--- src/rtl/fib_pkg.sv ---
// Shared widths, requester ids and arbiter state encoding for the FIB hash arbiter.
package fib_pkg;

  localparam int PREFIX_W = 64;
  localparam int HASH_W   = 10;
  localparam int LEN_W    = 7;

  localparam int REQ_IN   = 0;
  localparam int REQ_OUT  = 1;

  typedef enum logic [1:0] {
    ARB   = 2'd0,
    LOCK0 = 2'd1,
    LOCK1 = 2'd2
  } arb_state_t;

  function automatic logic other_side(input logic id);
    return ~id;
  endfunction

endpackage

--- src/rtl/fib_prefix_mask.sv ---
// Clears every prefix bit at or above the requested length; len >= 64 keeps the whole prefix.
module fib_prefix_mask
  import fib_pkg::*;
(
  input  logic [PREFIX_W-1:0] i_prefix,
  input  logic [LEN_W-1:0]    i_len,
  output logic [PREFIX_W-1:0] o_masked
);

  logic [PREFIX_W-1:0] w_keep;

  // Below 64 the length fits in six bits, so the shift never overflows.
  assign w_keep   = (i_len >= LEN_W'(PREFIX_W)) ? '1
                  : ((PREFIX_W'(1) << i_len[5:0]) - PREFIX_W'(1));
  assign o_masked = i_prefix & w_keep;

endmodule

--- src/rtl/fib_hash_arbiter.sv ---
// Two-requester round-robin arbiter with probe locking in front of the shared FIB hash unit;
// a tag pipeline matched to the hash latency steers each result back to its issuer.
//
// state | meaning
// ARB   | round-robin between requesters, rr_ptr picks the winner on contention
// LOCK0 | requester 0 holds the grant for a probe sequence
// LOCK1 | requester 1 holds the grant for a probe sequence
module fib_hash_arbiter
  import fib_pkg::*;
#(
  parameter int HASH_LAT = 1,
  parameter int MAX_LOCK = 16
) (
  input  logic                clk,
  input  logic                rst,
  input  logic [1:0]          req_valid,
  input  logic [1:0]          req_lock,
  input  logic [PREFIX_W-1:0] req0_prefix,
  input  logic [LEN_W-1:0]    req0_len,
  input  logic [PREFIX_W-1:0] req1_prefix,
  input  logic [LEN_W-1:0]    req1_len,
  output logic [1:0]          req_ready,
  output logic [1:0]          resp_valid,
  output logic [HASH_W-1:0]   resp_hash,
  output logic [PREFIX_W-1:0] hash_prefix,
  input  logic [HASH_W-1:0]   hash_value
);

  localparam int CNT_W = $clog2(MAX_LOCK + 1);
  localparam logic [CNT_W-1:0] CNT_MAX = CNT_W'(MAX_LOCK);

  arb_state_t          r_state, w_state_nxt;
  logic                r_rr_ptr, w_rr_nxt;
  logic [CNT_W-1:0]    r_lock_cnt, w_cnt_nxt;

  logic [1:0]          w_grant;
  logic [1:0]          w_accept;
  logic                w_acc_any;
  logic                w_acc_id;
  logic                w_lock_id;
  logic                w_starve;

  logic [PREFIX_W-1:0] w_sel_prefix;
  logic [LEN_W-1:0]    w_sel_len;
  logic [PREFIX_W-1:0] w_masked;

  logic [HASH_LAT:0]   r_tag_vld;
  logic [HASH_LAT:0]   r_tag_id;
  logic [PREFIX_W-1:0] r_hash_prefix;
  logic [1:0]          r_resp_valid;
  logic [HASH_W-1:0]   r_resp_hash;

  assign w_lock_id = (r_state == LOCK1);
  // A locked requester that has used up its budget yields as soon as the other side is waiting.
  assign w_starve  = (r_state != ARB) && (r_lock_cnt == CNT_MAX)
                   && req_valid[other_side(w_lock_id)];

  assign w_accept  = req_valid & w_grant;
  assign w_acc_any = |w_accept;
  assign w_acc_id  = w_accept[1];

  always_ff @(posedge clk or posedge rst) begin
    if (rst) begin
      r_state    <= ARB;
      r_rr_ptr   <= 1'b0;
      r_lock_cnt <= '0;
    end else begin
      r_state    <= w_state_nxt;
      r_rr_ptr   <= w_rr_nxt;
      r_lock_cnt <= w_cnt_nxt;
    end
  end

  always_comb begin
    w_state_nxt = r_state;
    w_rr_nxt    = r_rr_ptr;
    w_cnt_nxt   = r_lock_cnt;
    unique case (r_state)
      ARB: begin
        if (w_acc_any) begin
          w_rr_nxt = other_side(w_acc_id);
          if (req_lock[w_acc_id]) begin
            w_state_nxt = w_acc_id ? LOCK1 : LOCK0;
            w_cnt_nxt   = CNT_W'(1);
          end
        end
      end
      LOCK0, LOCK1: begin
        if (w_starve) begin
          w_state_nxt = ARB;
          w_rr_nxt    = other_side(w_lock_id);
          w_cnt_nxt   = '0;
        end else if (w_accept[w_lock_id]) begin
          if (req_lock[w_lock_id]) begin
            if (r_lock_cnt != CNT_MAX) w_cnt_nxt = CNT_W'(r_lock_cnt + 1'b1);
          end else begin
            w_state_nxt = ARB;
            w_cnt_nxt   = '0;
          end
        end else if (!req_lock[w_lock_id]) begin
          w_state_nxt = ARB;
          w_cnt_nxt   = '0;
        end
      end
      default: begin
        w_state_nxt = ARB;
        w_cnt_nxt   = '0;
      end
    endcase
  end

  always_comb begin
    w_grant = '0;
    unique case (r_state)
      ARB:     w_grant = (&req_valid) ? (r_rr_ptr ? 2'b10 : 2'b01) : req_valid;
      LOCK0:   if (!w_starve) w_grant = 2'b01;
      LOCK1:   if (!w_starve) w_grant = 2'b10;
      default: w_grant = '0;
    endcase
  end

  assign w_sel_prefix = w_acc_id ? req1_prefix : req0_prefix;
  assign w_sel_len    = w_acc_id ? req1_len    : req0_len;

  fib_prefix_mask u_mask (
    .i_prefix (w_sel_prefix),
    .i_len    (w_sel_len),
    .o_masked (w_masked)
  );

  // Stage k of the tag pipe lines up with the hash unit k edges after issue.
  always_ff @(posedge clk or posedge rst) begin
    if (rst) begin
      r_tag_vld     <= '0;
      r_tag_id      <= '0;
      r_hash_prefix <= '0;
      r_resp_valid  <= '0;
      r_resp_hash   <= '0;
    end else begin
      r_tag_vld[0] <= w_acc_any;
      r_tag_id[0]  <= w_acc_id;
      for (int k = 1; k <= HASH_LAT; k++) begin
        r_tag_vld[k] <= r_tag_vld[k-1];
        r_tag_id[k]  <= r_tag_id[k-1];
      end
      if (w_acc_any) r_hash_prefix <= w_masked;
      r_resp_valid <= '0;
      if (r_tag_vld[HASH_LAT]) begin
        r_resp_valid <= r_tag_id[HASH_LAT] ? 2'b10 : 2'b01;
        r_resp_hash  <= hash_value;
      end
    end
  end

  assign req_ready   = w_grant;
  assign resp_valid  = r_resp_valid;
  assign resp_hash   = r_resp_hash;
  assign hash_prefix = r_hash_prefix;

endmodule

--- config.mk ---
export PLATFORM = sky130hd
export DESIGN_NAME = fib_hash_arbiter
export DESIGN_NICKNAME = d
export VERILOG_FILES = /design/src/rtl/fib_pkg.sv /design/src/rtl/fib_prefix_mask.sv /design/src/rtl/fib_hash_arbiter.sv
export SDC_FILE = /design/constraint.sdc
export NUM_CORES = 1
export LEC_CHECK = 0
export ABC_AREA = 1
export ABC_CLOCK_PERIOD_IN_PS = 3700
export BUFFER_PORTS_ARGS = -buffer_cell sky130_fd_sc_hd__buf_2
export CAP_MARGIN = 20
export CELL_PAD_IN_SITES_DETAIL_PLACEMENT = 1
export CELL_PAD_IN_SITES_GLOBAL_PLACEMENT = 2
export CORE_MARGIN = 3
export CORE_UTILIZATION = 26
export DETAILED_ROUTE_END_ITERATION = 7
export GPL_TIMING_DRIVEN = 0
export PLACE_DENSITY = 0.78
export SLEW_MARGIN = 30
export SYNTH_ARGS = -nofsm -noshare
export SYNTH_HDL_FRONTEND = slang
export SYNTH_SLANG_ARGS = --single-unit
--- constraint.sdc ---
create_clock -name clk -period 3.7 [get_ports clk]
set_clock_uncertainty 0.1 [all_clocks]
set_input_delay 0.185 -clock clk [delete_from_list [all_inputs] [get_ports clk]]
set_output_delay 0.185 -clock clk [all_outputs]
set_load 0.01 [all_outputs]
Word-level counts from Yosys, hierarchy flattened
Cells that the tools add are included.
{ "totals": {"ff_bits": 88, "inputBits": 158, "out_inout_bits": 78, "word_cells": 75} }
{ "op_classes": {"addsub": 2, "order_cmp": 4, "eq_ne": 10, "n_shift": 1, "n_mux": 35, "bitwise_logic": 4, "reduce_logical": 11} }
{ "op_table": {"columns": ["op", "n"], "rows": [
  ["two-way mux 64 bit", 2],
  ["AND 64 bit", 1],
  ["<< shifter 1 x 6 -> 64 bit (first input constant)", 1],
  ["subtractor 64 x 1 -> 64 bit (second input constant)", 1],
  ["two-way mux 5 bit", 7],
  ["two-way mux 2 bit", 10],
  ["two-way mux 1 bit", 11],
  ["case mux 5 bit (2 select lines)", 1],
  ["!= test 4 bit (second input constant)", 2],
  [">= comparator 7 bit (second input constant)", 1],
  ["two-way mux 7 bit", 1],
  ["< comparator 1 x 2 -> 1 bit (second input constant)", 3],
  ["!= test 2 bit (second input constant)", 3],
  ["case mux 2 bit (3 select lines)", 1],
  ["AND reduction 3 bit", 2],
  ["adder 5 x 1 -> 5 bit (second input constant)", 1],
  ["== test 5 bit (second input constant)", 1],
  ["!= test 5 bit (second input constant)", 1],
  ["case mux 2 bit (2 select lines)", 1],
  ["AND reduction 4 bit", 1],
  ["nonzero test 2 bit", 2],
  ["OR reduction 2 bit", 2],
  ["!= test 3 bit (second input constant)", 1],
  ["AND 2 bit", 1],
  ["7 further kinds", 9]
]} }

Logic depth before layout (Yosys ltp)
{ "logic_depth": {"ltp_word": 13, "mapped_depth": 27, "ltp_nobuf": 26} }

By module
From an unflattened synthesis, not the netlist that was laid out.
{ "unflattened": {"hier_cells": 1222, "area_unflattened_um2": 7850.0} }
{ "by_module_without_submodules": {"columns": ["module", "n_inst", "cells_each", "area_each_um2"], "rows": [
  ["fib_hash_arbiter", 1, 527, 4649.5],
  ["fib_prefix_mask", 1, 695, 3200.6]
]} }

Worst setup path after synthesis
No wires, ideal clock.
{ "synth_timing": {"kind": "register to register", "start": "register r_state[0]", "end": "register r_hash_prefix[40], in the netlist hash_prefix[40]", "setup_ps": 117, "arrival_ps": 2915, "path_slack_ps": 569, "stages_incl_launch_ff": 27, "synth_period_minus_slack_ps": 3131, "path_cell_list": "dfrtp_1 > inv_1 > ha_1 > inv_1 > nand2_1 > nand2_1 > nand3_2 > nand2_1 > nand2_2 > nand3_2 > buf_6 > nand2_1 > o21ai_4 > buf_2 > nand4_1 > ha_1 > nand2_1 > nor2_2 > nand2_2 > nor2_8 > nand2_4 > inv_2 > nand2_1 > nand2_1 > nand3_1 > nand2_1 > nand2_1"} }
{ "synth_between": {"elab_chain_cells": 12, "word_cells_on_any_way": 20, "classes_between": "add/sub: 1; order compare: 1; eq/ne: 2; shift: 1; mux: 8; bitwise: 2; reduce/logical: 5"} }
{ "synth_rtl": {"columns": ["element", "line", "source"], "rows": [
  ["start: declaration", "fib_hash_arbiter.sv:32", "arb_state_t r_state, w_state_nxt;"],
  ["start signal: assignment", "fib_hash_arbiter.sv:68", "r_state <= w_state_nxt;"],
  ["== test 2 bit", "fib_hash_arbiter.sv:53, fib_hash_arbiter.sv:114", null],
  ["two-way mux 1 bit (not written as such) (2 in series)", "fib_hash_arbiter.sv:56", "&& req_valid[other_side(w_lock_id)];"],
  ["logical AND 1 bit", "fib_hash_arbiter.sv:56", null],
  ["two-way mux 2 bit", "fib_hash_arbiter.sv:117", "LOCK1: if (!w_starve) w_grant = 2'b10;"],
  ["case mux 2 bit (3 select lines) (*)", "fib_hash_arbiter.sv:114", "unique case (r_state)"],
  ["AND 2 bit (*)", "fib_hash_arbiter.sv:58", "assign w_accept = req_valid & w_grant;"],
  ["two-way mux 7 bit", "fib_hash_arbiter.sv:123", "assign w_sel_len = w_acc_id ? req1_len : req0_len;"],
  ["<< shifter 1 x 6 -> 64 bit", "fib_prefix_mask.sv:14", ": ((PREFIX_W'(1) << i_len[5:0]) - PREFIX_W'(1));"],
  ["subtractor 64 x 1 -> 64 bit", "fib_prefix_mask.sv:14", null],
  ["two-way mux 64 bit", "fib_prefix_mask.sv:13", "assign w_keep = (i_len >= LEN_W'(PREFIX_W)) ? '1"],
  ["AND 64 bit", "fib_prefix_mask.sv:15", "assign o_masked = i_prefix & w_keep;"],
  ["end signal: assignment", "fib_hash_arbiter.sv:146", "if (w_acc_any) r_hash_prefix <= w_masked;"],
  ["end: declaration", "fib_hash_arbiter.sv:49", "logic [PREFIX_W-1:0] r_hash_prefix;"]
]} }
Mark *: on every way between the ends. The rest lies on a longest branch, timed or not. The select of a mux whose other input is x is not followed.
A chain may end at the register's enable or synchronous reset.

Worst setup path in the final report
{ "layout_timing": {"start": "register r_state[0]", "end": "register r_hash_prefix[46], in the netlist hash_prefix[46]"} }
Same word-level chain as after synthesis.

==> results.json <==
{
  "r2r-end": "hash_prefix[46]",
  "reg2reg_depth": 24,
  "post_drt_via_cell_ratio": 5.05,
  "remaining_drc_errors": 0,
  "holdPathEnd": "hash_prefix[63]",
  "finalCritPeriodShare_pct": 95.5,
  "dr.pass1.iters": 5,
  "setup_viol": 0,
  "synth_common_cells": "374 x nand2_1, 148 x nor2_1, 88 x dfrtp_1, 84 x inv_1, 80 x o21ai_0",
  "ant_nets": 0,
  "clockRootBuffer": "clkbuf_16",
  "clkSlewWorstSetupHoldPaths_ns": 0.08,
  "antenna_found_initial": 2,
  "multi_input_area_mm2": 0.00464,
  "gp_congestion": 0.939,
  "r2r_start": "r_state[0]",
  "overflow": 0,
  "cts_tree": "yes",
  "max_slew.worst_pin.slew_ns": 0.783,
  "die_x_um": 170,
  "cts_sinks": 88,
  "syn2layout_area_growth_pct": 45.8,
  "clock_path_buffers": 2,
  "wl_per_cell_um": 20.2,
  "grt_max_degree": 46,
  "arrival_ns": 3.73,
  "post_route_cells_drive_above_1_share_pct": 32.6,
  "worstPathMaxFanout": 10,
  "start_kind": "flip-flop",
  "dieArea_mm2": 0.0290,
  "relSlewSlack_pct": 47.8,
  "required_ns": 3.90,
  "netlist-cell-type-count": 41,
  "seqCellArea_mm2": 0.00220,
  "avgSynthCellArea_um2": 6.25,
  "num_vias": 9077,
  "ios": 236,
  "end_kind": "flip-flop",
  "hold_start": "req0_prefix[63]",
  "io_buffers": 234,
  "core_mm2": 0.0263,
  "cts_buffers": 9,
  "grt_pass1_wl_um": 53400,
  "ir_drop_mv": 0.260,
  "power.density_mw_per_mm2": 729,
  "fin_util_pct": 38.9,
  "synthTopCellsByArea": "dfrtp_1 31%, nand2_1 20%, nor2_1 7.9%",
  "clock.fmax_mhz": 283,
  "ys_ff_latch": 88,
  "fp.dieH_um": 170,
  "final_cell_area_mm2": 0.0102,
  "totalWireLength_um": 36400,
  "grt_use_total_pct": 24.0,
  "rows": 59,
  "critPathKind": "flip-flop to flip-flop",
  "yosysMostFrequentCell": "nand2_1",
  "finalPower_mw": 7.46,
  "whs_path_depth": 3,
  "slew_viol_final": 0,
  "rrSetupSlack_ns": 0.17,
  "cellLeakagePower_nw": 5.80,
  "min_path_type": "input port to flip-flop",
  "hpwl_um": 28800,
  "synthesis.area_mm2": 0.00702,
  "yosysSeqAreaShare_pct": 31.4,
  "synth_top_area_share_pct": 31.4,
  "cts.htree.levels": 3,
  "outcome": "completed",
  "clk_latency_ns": 0.36,
  "synth_flop_cell": "dfrtp_1",
  "nets": 1622,
  "finalHoldViolCount": 0,
  "synth_area_leader_cell": "dfrtp_1",
  "fill_cells": 3426,
  "dpl_cell_area_mm2": 0.00864,
  "initial_utilization_pct": 26.7,
  "drtIter0Drc": 514,
  "synthCells": 1122,
  "grt_pass1_vias": 8841,
  "timing.final.crit_period_ns": 3.53,
  "synth_edf_count": 0,
  "yosys_warnings": 0,
  "synthesis.nets": 1287,
  "drv_cap": 0,
  "rsz0062_at_grt": "true",
  "async_flop_share_pct": 100
}
report_power, final:
group | internal (mW) | switching, mW | total [mW]
registers | 1.40 | 0.243 | 1.64
logic | 1.62 | 3.25 | 4.87
clock network | 0.478 | 0.469 | 0.947
per-layer routing:
layer / track usage [%] / wire length (um)
met1: 33.4 / 17000
met2: 40.1 / 16800
met3: 2.76 / 1860
met4: 5.54 / 669
met5: 0 / 8
through the flow:
step                hold WS, ns  setup TNS, ns  cells  worst slack [ns]
finish                   0.0142              0   1798             0.165
global route             0.0295         -0.627   1798           -0.0795
CTS                     0.00587        -0.0454   1741           -0.0341
detailed placement        0.153         -10.04   1692            -0.372
global placement          0.232         -32.45   1691            -0.340
floorplan                 0.198              0   1122             0.569
kinds of logic after synthesis:
group	count (synthesis)	share of synthesized area, %
AND/OR/NAND/NOR	695	43.1
AO/OA/AOI/OAI	177	14.7
flip-flops	88	31.4
multiplexers	1	0.143
buffers and inverters	150	9.00
adder cells (fa/ha/maj)	7	1.25
XOR/XNOR	4	0.499
worst max-delay path: stages, from the launching register on:
cell	delay, ns
dfrtp_1	0.44
inv_2	0.13
ha_4	0.18
inv_2	0.04
nand2_1	0.05
nand2_1	0.06
nand3_2	0.09
nand2_2	0.07
nand2_4	0.08
nand3_4	0.11
buf_12	0.17
o21ai_4	0.26
inv_2	0.12
buf_6	0.16
nand4_1	0.21
nand2_2	0.12
nor2_2	0.17
nand2_2	0.13
inv_1	0.08
nand2_1	0.09
nor2_4	0.23
nand3_1	0.14
nand3_2	0.13
nand2_1	0.07
nand2_1	0.06
flip-flops by register name, indices dropped and copies added (netlist names):
register     cells
r_state          2
r_rr_ptr         1
resp_hash       10
resp_valid       2
r_lock_cnt       5
hash_prefix     64
r_tag_id         2
r_tag_vld        2
cells in the final DEF (no fill, tap or decap), drive strengths merged, types with 9 or more instances in the layout:
| cell | netlist | final |
|---|---|---|
| a21oi | 35 | 35 |
| buf | 22 | 321 |
| clkbuf | 33 | 42 |
| dfrtp | 88 | 88 |
| dlygate4sd3 | 0 | 25 |
| inv | 93 | 96 |
| nand2 | 382 | 382 |
| nand3 | 52 | 52 |
| nand4 | 75 | 75 |
| nor2 | 171 | 171 |
| o211ai | 9 | 9 |
| o21ai | 100 | 100 |
| o21bai | 12 | 12 |
how the worst max path moves through the flow:
stage,start,to,slack [ns],cells past startpoint
after CTS,r_lock_cnt[0],hash_prefix[34],-0.03,24
after global routing,r_state[0],hash_prefix[46],-0.08,24
after global placement,r_state[0],hash_prefix[42],-0.34,18
after floorplan,r_state[0],hash_prefix[40],0.57,26
final,r_state[0],hash_prefix[46],0.17,24
after detailed placement,r_state[0],hash_prefix[34],-0.37,24
timing repair:
item,4_1_cts,5_1_grt
endpoints found under the hold margin,67,0
gates resized for setup,26,127
setup endpoints to repair,57,57
gates cloned,0,1
pin swaps,6,44
buffers inserted,8,55
hold buffers,25,0
area by class of cell:
cell class,instances,share of cell area [%]
antenna,1,0.0244
multi-input combinational,884,45.3
sequential,88,21.5
buffer,55,3.14
timing repair buffer,324,19.4
clock buffer,9,2.20
tap,335,4.10
inverter,95,3.61
clock inverter,7,0.721
No activity file was read; power rests on OpenSTA's default activity.
